File: config.mk
export PLATFORM = sky130hd
export DESIGN_NAME = multi_flex_counter
export DESIGN_NICKNAME = d
export VERILOG_FILES = /design/src/rtl/multi_flex_counter.sv
export SDC_FILE = /design/constraint.sdc
export NUM_CORES = 1
export LEC_CHECK = 0
export BUFFER_PORTS_ARGS = -buffer_cell sky130_fd_sc_hd__buf_2
export CAP_MARGIN = 20
export CELL_PAD_IN_SITES_DETAIL_PLACEMENT = 0
export CELL_PAD_IN_SITES_GLOBAL_PLACEMENT = 1
export CORE_ASPECT_RATIO = 1.75
export CORE_MARGIN = 5
export CORE_UTILIZATION = 39
export DETAILED_ROUTE_END_ITERATION = 10
export GPL_ROUTABILITY_DRIVEN = 0
export GPL_TIMING_DRIVEN = 1
export PLACE_DENSITY = 0.88
export SLEW_MARGIN = 20
export SYNTH_ARGS = -nofsm -noshare
export SYNTH_HDL_FRONTEND = slang
export SYNTH_SLANG_ARGS = --single-unit
File: constraint.sdc
create_clock -name clk -period 2.91 [get_ports clk]
set_clock_uncertainty 0.2 [all_clocks]
set_input_delay 0.1455 -clock clk [delete_from_list [all_inputs] [get_ports clk]]
set_output_delay 0.1455 -clock clk [all_outputs]
set_load 0.05 [all_outputs]
File: src/rtl/multi_flex_counter.sv
// multi_flex_counter
//   NUM_CHANNELS independent up/down counters of NUM_CNT_BITS each, with
//   per-channel wrap/saturate behaviour, synchronous clear and parallel
//   load, a registered wrap pulse and a sticky overflow status.
//
// Ports (channel i occupies slice [i*NUM_CNT_BITS +: NUM_CNT_BITS] of the
// wide vectors, and bit i of the narrow ones):
//   clk             rising-edge clock
//   rst             asynchronous active-high reset
//   clear           synchronous clear (count, flags and sticky status)
//   load            synchronous load of load_val
//   load_val        load values
//   count_enable    step enable
//   count_down      1 = decrement, 0 = increment
//   sat_mode        1 = saturate at terminal, 0 = wrap
//   rollover_val    terminal value R for up counting
//   status_clr      clears overflow_sticky
//   count_out       registered counts
//   rollover_flag   registered: channel sits on its terminal value
//   wrap_pulse      registered single-cycle pulse following a wrap step
//   overflow_sticky registered sticky wrap/saturation indication
//   any_rollover    combinational OR of rollover_flag
module multi_flex_counter #(
    parameter int NUM_CHANNELS = 4,
    parameter int NUM_CNT_BITS = 4
) (
    input  logic                                 clk,
    input  logic                                 rst,
    input  logic [NUM_CHANNELS-1:0]              clear,
    input  logic [NUM_CHANNELS-1:0]              load,
    input  logic [NUM_CHANNELS*NUM_CNT_BITS-1:0] load_val,
    input  logic [NUM_CHANNELS-1:0]              count_enable,
    input  logic [NUM_CHANNELS-1:0]              count_down,
    input  logic [NUM_CHANNELS-1:0]              sat_mode,
    input  logic [NUM_CHANNELS*NUM_CNT_BITS-1:0] rollover_val,
    input  logic [NUM_CHANNELS-1:0]              status_clr,
    output logic [NUM_CHANNELS*NUM_CNT_BITS-1:0] count_out,
    output logic [NUM_CHANNELS-1:0]              rollover_flag,
    output logic [NUM_CHANNELS-1:0]              wrap_pulse,
    output logic [NUM_CHANNELS-1:0]              overflow_sticky,
    output logic                                 any_rollover
);

    localparam int W = NUM_CNT_BITS;
    localparam logic [W-1:0] ONE = W'(1);

    assign any_rollover = |rollover_flag;

    for (genvar i = 0; i < NUM_CHANNELS; i++) begin : g_ch
        logic [W-1:0] cnt;
        logic         flag;
        logic         pulse;
        logic         sticky;

        logic [W-1:0] r;
        logic [W-1:0] step_cnt;
        logic         step_flag;
        logic         step_wrap;
        logic         step_sat;

        assign r = rollover_val[i*W +: W];

        // Result of an enabled step. C > R (after a load or an R change)
        // counts as terminal for up steps, so the count never leaves
        // 0..max(R, loaded value).
        always_comb begin
            step_cnt  = cnt;
            step_wrap = 1'b0;
            step_sat  = 1'b0;
            if (count_down[i]) begin
                if (cnt != '0) begin
                    step_cnt = cnt - ONE;
                end else if (sat_mode[i]) begin
                    step_sat = 1'b1;
                end else begin
                    step_cnt  = r;
                    step_wrap = 1'b1;
                end
                step_flag = (step_cnt == '0);
            end else begin
                if (cnt < r) begin
                    step_cnt = cnt + ONE;
                end else if (sat_mode[i]) begin
                    step_sat = 1'b1;
                end else begin
                    step_cnt  = '0;
                    step_wrap = 1'b1;
                end
                step_flag = (step_cnt == r);
            end
        end

        always_ff @(posedge clk or posedge rst) begin
            if (rst) begin
                cnt    <= '0;
                flag   <= 1'b0;
                pulse  <= 1'b0;
                sticky <= 1'b0;
            end else if (clear[i]) begin
                cnt    <= '0;
                flag   <= 1'b0;
                pulse  <= 1'b0;
                sticky <= 1'b0;
            end else if (load[i]) begin
                cnt    <= load_val[i*W +: W];
                flag   <= 1'b0;
                pulse  <= 1'b0;
                sticky <= sticky & ~status_clr[i];
            end else if (count_enable[i]) begin
                cnt    <= step_cnt;
                flag   <= step_flag;
                pulse  <= step_wrap;
                // A new overflow event outranks a simultaneous status clear.
                sticky <= step_wrap | step_sat | (sticky & ~status_clr[i]);
            end else begin
                pulse  <= 1'b0;
                sticky <= sticky & ~status_clr[i];
            end
        end

        assign count_out[i*W +: W] = cnt;
        assign rollover_flag[i]    = flag;
        assign wrap_pulse[i]       = pulse;
        assign overflow_sticky[i]  = sticky;
    end

endmodule

# Word-level counts from Yosys, hierarchy flattened
# Cells that the tools add are included.
# op_classes
order_cmp	4
mux	112
addsub	8
n_reduce_logical	13
bitwise_logic	16
eq_ne	4
# ops
cell	count
$mux W4	40
$mux W1	72
$add A4 B1 Y4 const B	4
$eq A4 B4 Y1	4
$logic_not A4 Y1	4
$lt A4 B4 Y1	4
$reduce_bool A4 Y1	4
$sub A4 B1 Y4 const B	4
$reduce_bool A3 Y1	4
$or A1 B1 Y1	8
$and A1 B1 Y1	4
$not A1 Y1	4
$reduce_or A4 Y1	1
# totals
input_bits	58
register_bits	28
wordCells	173

# Logic depth before layout (Yosys ltp)
# depth
ltp_word	8
ltp_mapped	10

# Worst setup path after synthesis
# Ideal clock, no wire load.
# synth_path
path_kind	reg2reg
start	reg g_ch[1].cnt[2]
end	reg g_ch[1].flag
path_buffers	0
period_less_slack_ps	2931
t_required_ps	2606
path_slack_ps	-21
path_stages_with_launch	8
t_arrival_ps	2627
cell_sequence	dfrtp_1 -> ha_1 -> or2_2 -> a21oi_1 -> nor2_4 -> or3_1 -> a311o_1 -> o41ai_2
# synth_via
elab_chain_cells	8
word_cells_on_any_way	16
# synth_lines
item	line_no	rtl
from (decl)	50	logic [W-1:0] cnt;
from (signal assigned)	105	cnt <= load_val[i*W +: W];
from (signal assigned)	110	cnt <= step_cnt;
$add A4 B1 Y4 (tied with other cells)	82	step_cnt = cnt + ONE;
$mux W4 (on tied branches)	81, 71	
$mux W4	70	if (count_down[i]) begin
$eq A4 B4 Y1 or $logic_not A4 Y1 (tied branches)	89, 79	
$mux W1 *	70	
$mux W1 *	109	end else if (count_enable[i]) begin
$mux W1 *	104	end else if (load[i]) begin
$mux W1 *	99	end else if (clear[i]) begin
to (signal assigned)	111	flag <= step_flag;
to (decl)	51	logic flag;
# Mark *: on every way between the ends. The rest lies on a longest branch, timed or not. The select of a mux whose other input is x is not followed.
# A chain may end at the register's enable or synchronous reset.

# Worst setup path after layout
# layout_path
start	reg g_ch[0].cnt[3]
end	reg g_ch[0].sticky
# layout_via
elab_chain_cells	8
word_cells_on_any_way	13
# layout_lines
item	line_no	rtl
from (decl)	50	
from (signal assigned)	105	
from (signal assigned)	110	
$lt A4 B4 Y1 or $reduce_bool A4 Y1 (tied branches)	81, 71	
$mux W1 (on tied branches)	81, 71	
$mux W1	70	
$or A1 B1 Y1 * (2 in series)	114	sticky <= step_wrap | step_sat | (sticky & ~status_clr[i]);
$mux W1 *	109	
$mux W1 *	104	
$mux W1 *	99	
to (signal assigned)	108	sticky <= sticky & ~status_clr[i];
to (signal assigned)	114	
to (signal assigned)	117	sticky <= sticky & ~status_clr[i];
to (decl)	53	logic sticky;
# Mark *: on every way between the ends. The rest lies on a longest branch, timed or not.

==> flow_summary_export.csv <==
group,metric,value,unit
setup_path,path_max_fanout,8,
global_routing,grt_usage,19.64,%
outcome,outcome,"completed",
route,wl_per_cell,16.06,um
power_and_ir_drop,vdd_drop_max,0.2364,mV
sta,final.hold.worst_slack,0.005624,ns
setup_path,slowest_stage,"dlygate4sd3_1",
setup_path,critical_path.endpoint_type,"register",
global_routing,overflow,0,
floorplanning,initial_core_util,39.38,%
synthesis,synthTopCellsByCount,"inv_1 (48), nand2_1 (39), nor2_1 (36), a21oi_1 (29), dfrtp_1 (28)",
job,max_cap_violations,0,
power_and_ir_drop,power.density,385.0,nW/um^2
global_routing,grt_pass1_vias,3537,
synthesis,synth_edf_count,0,
setup_path,slowest_delay,0.55,ns
finish,antennaDiodeCount,0,
cts,path_clk_slew,0.07,ns
route,ant_nets,0,
route,drt_pre_antenna_iters,5,
cts,root_buffer,"clkbuf_16",
cts,cts_made_buffers,3,
power_and_ir_drop,leakagePower,0.002090,uW
route,via_per_inst,5.680,
cts,clock-sinks,28,
finish,multi_input_area,2217,sq um
route,via_count,3573,
synthesis,synthArstFlopShare,100.0,%
floorplanning,pin_count,87,
synthesis,postSynthCellCount,429,
synthesis,synth_area_per_cell,7.531,sq um
global_routing,antenna_found_initial,0,
route,drt_iter0_drc,208,
min_path,hp-class,"in2reg",
sta,final.setup.tns,0,ns
finish,fillers,808,
floorplanning,core-area,8203,sq um
sta,fin_crit_sh,94.55,%
floorplanning,die_height,130.4,um
sta,setup_viol,0,
synthesis,syn_area,3231,sq um
global_routing,grt_max_degree,17,
setup_path,path_class,"reg2reg",
placed_design,dp.final_hpwl,7967,um
finish,fin_nets,616,
route,drc_errors,0,
synthesis,synth_area_leaders,"dfrtp_1 (22%), ha_1 (7.7%), inv_1 (5.6%), nand2_1 (4.5%), a21oi_1 (4.5%)",
sta,finalHoldViolations,0,
cts,h-tree-depth,1,
floorplanning,die_area,10280,sq um
floorplanning,die_x,78.80,um
sta,min_period,2.751,ns
sta,rsz0062_at_grt,"false",
placed_design,portBuffers,86,
cts,cts_tree,"built",
setup_path,critPathMostFrequentCell,"nor2_1",
synthesis,yosys.cell_types.count,63,
finish,drive_above_1_share,24.95,%
synthesis,syn-num-nets,507,
setup_path,cp_cell_sequence,"ha_1 > nor3_1 > o21a_2 > nor2_1 > o211ai_1 > a2bb2oi_1 > nor2_1 > dlygate4sd3_1",
synthesis,yosysTopAreaCell,"dfrtp_1",
synthesis,synth_top_area_share,21.69,%
route,wl,10100,um
setup_path,arrival,2.70,ns
sta,worst-slew-pin-transition,0.5976,ns
synthesis,yosys_register_bits,28,
sta,final_max_slew_viol_count,0,
global_routing,grt_pass1_wl,16530,um
sta,maxSlewHeadroom,59.13,%
synthesis,synth_most_common_cell,"inv_1",
synthesis,synth_ff_type,"dfrtp_1",
sta,fmax,363.4,MHz
finish,syn2layout_area_growth,29.67,%
finish,design_area,4189,sq um
cts,clockBufferDepth,2,
finish,register_area,703.2,sq um
cts,clkLatencyLatePin,0.26,ns
finish,finalCoreUtilization,51.07,%
setup_path,cp_data_required_time,2.86,ns
placed_design,place_area,3717,sq um
synthesis,yosysWarnings,0,
synthesis,ys_seq_area_share,21.69,%
floorplanning,core.rowCount,44,
setup_path,cp-start-kind,"register",
-- report_power, final --
group	switching [uW]	internal, uW	total [uW]	leakage, uW
Combinational	455	308	764	0.00167
Clock	139	274	413	0.0000511
Sequential	24.7	411	436	0.000370
Total	619	994	1610	0.00209
-- state kept, by name, summed over array words and instances (netlist names) --
name / count
g_ch.sticky: 4
g_ch.flag: 4
g_ch.pulse: 4
g_ch.cnt: 16
-- metrics by stage --
| step | worst slack [ns] | std cells | total power (uW) |
|---|---|---|---|
| finish | 0.1586 | 629 | 1613 |
| global route | 0.001124 | 629 | 1723 |
| CTS | 0.06223 | 626 | 1604 |
| detailed placement | 0.2608 | 591 | 1148 |
| global placement | 0.3273 | 591 | 1137 |
| floorplan | 0.02673 | 429 | 947.9 |
-- area by class of cell --
class                   count  share of cell area, %
clock buffers               3                  1.792
multi-input cells         323                  52.93
inverters                  48                  4.301
well taps                  92                  2.748
clock inverters             1                 0.7168
repair buffers            134                  20.73
flip-flops and latches     28                  16.79
-- routing by layer --
layer | share of wire (%) | wire length (um) | global-route usage (%)
met1 | 38 | 3833 | 21.06
met3 | 4.6 | 465 | 2.058
met2 | 56 | 5633 | 39.71
met5 | 0 | 0 | 0
met4 | 1.7 | 169 | 5.355
-- cell families (layout without fill, tap and decap cells) --
group / count (synthesis) / after routing / share of synthesized area (%)
AOI/OAI and AO/OA: 125 / 125 / 27.85
buffers and inverters: 78 / 186 / 10.69
muxes: 15 / 15 / 4.725
DFF: 28 / 28 / 21.69
adders and majority gates: 20 / 20 / 7.746
and+or+nand+nor: 147 / 147 / 22.97
xor gates and xnor gates: 16 / 16 / 4.338
-- what timing repair did --
| action | in CTS | in global routing |
|---|---|---|
| endpoints found under the setup margin | 0 | 3 |
| hold buffers | 31 | 0 |
| endpoints found under the hold margin | 37 | 0 |
| gates resized for setup | 0 | 9 |
| buffers inserted | 0 | 4 |
-- worst max-delay path, delay by kind of cell (launching register included) --
| kind | cells | cell delay, ns |
|---|---|---|
| AO/OA/AOI/OAI | 3 | 0.75 |
| adder cells (fa/ha/maj) | 1 | 0.25 |
| buffers and inverters | 1 | 0.55 |
| flip-flops | 1 | 0.47 |
| AND/OR/NAND/NOR | 3 | 0.43 |
-- worst paths after layout --
kind	from	end	slack [ns]	depth (start not counted)
setup reg to reg	g_ch[0].cnt[3]	g_ch[0].sticky	0.16	8
max in group asynchronous	rst	g_ch[2].cnt[1]	1.56	4
hold reg to reg	g_ch[1].sticky	g_ch[1].sticky	0.27	2
setup / recovery	g_ch[0].cnt[3]	g_ch[0].sticky	0.16	8
min in group asynchronous	rst	g_ch[0].pulse	0.29	3
hold / removal	count_enable[2]	g_ch[2].pulse	0.006	3
-- cells in the final DEF, fill, tap and decap left out, types with 5 or more instances in the layout --
cell,instances
nand3_1,12
o31ai_1,5
dlygate4sd3_1,29
mux2i_1,11
nor2_1,36
a221oi_1,11
nand2_1,39
o211ai_1,9
dfrtp_1,26
a21oi_1,29
o21ai_0,21
nor3b_1,5
ha_1,20
or2_2,6
nand2b_1,8
inv_1,48
buf_4,18
xnor2_1,12
buf_2,86
nor3_1,13
(Power assumes the default switching activity.)
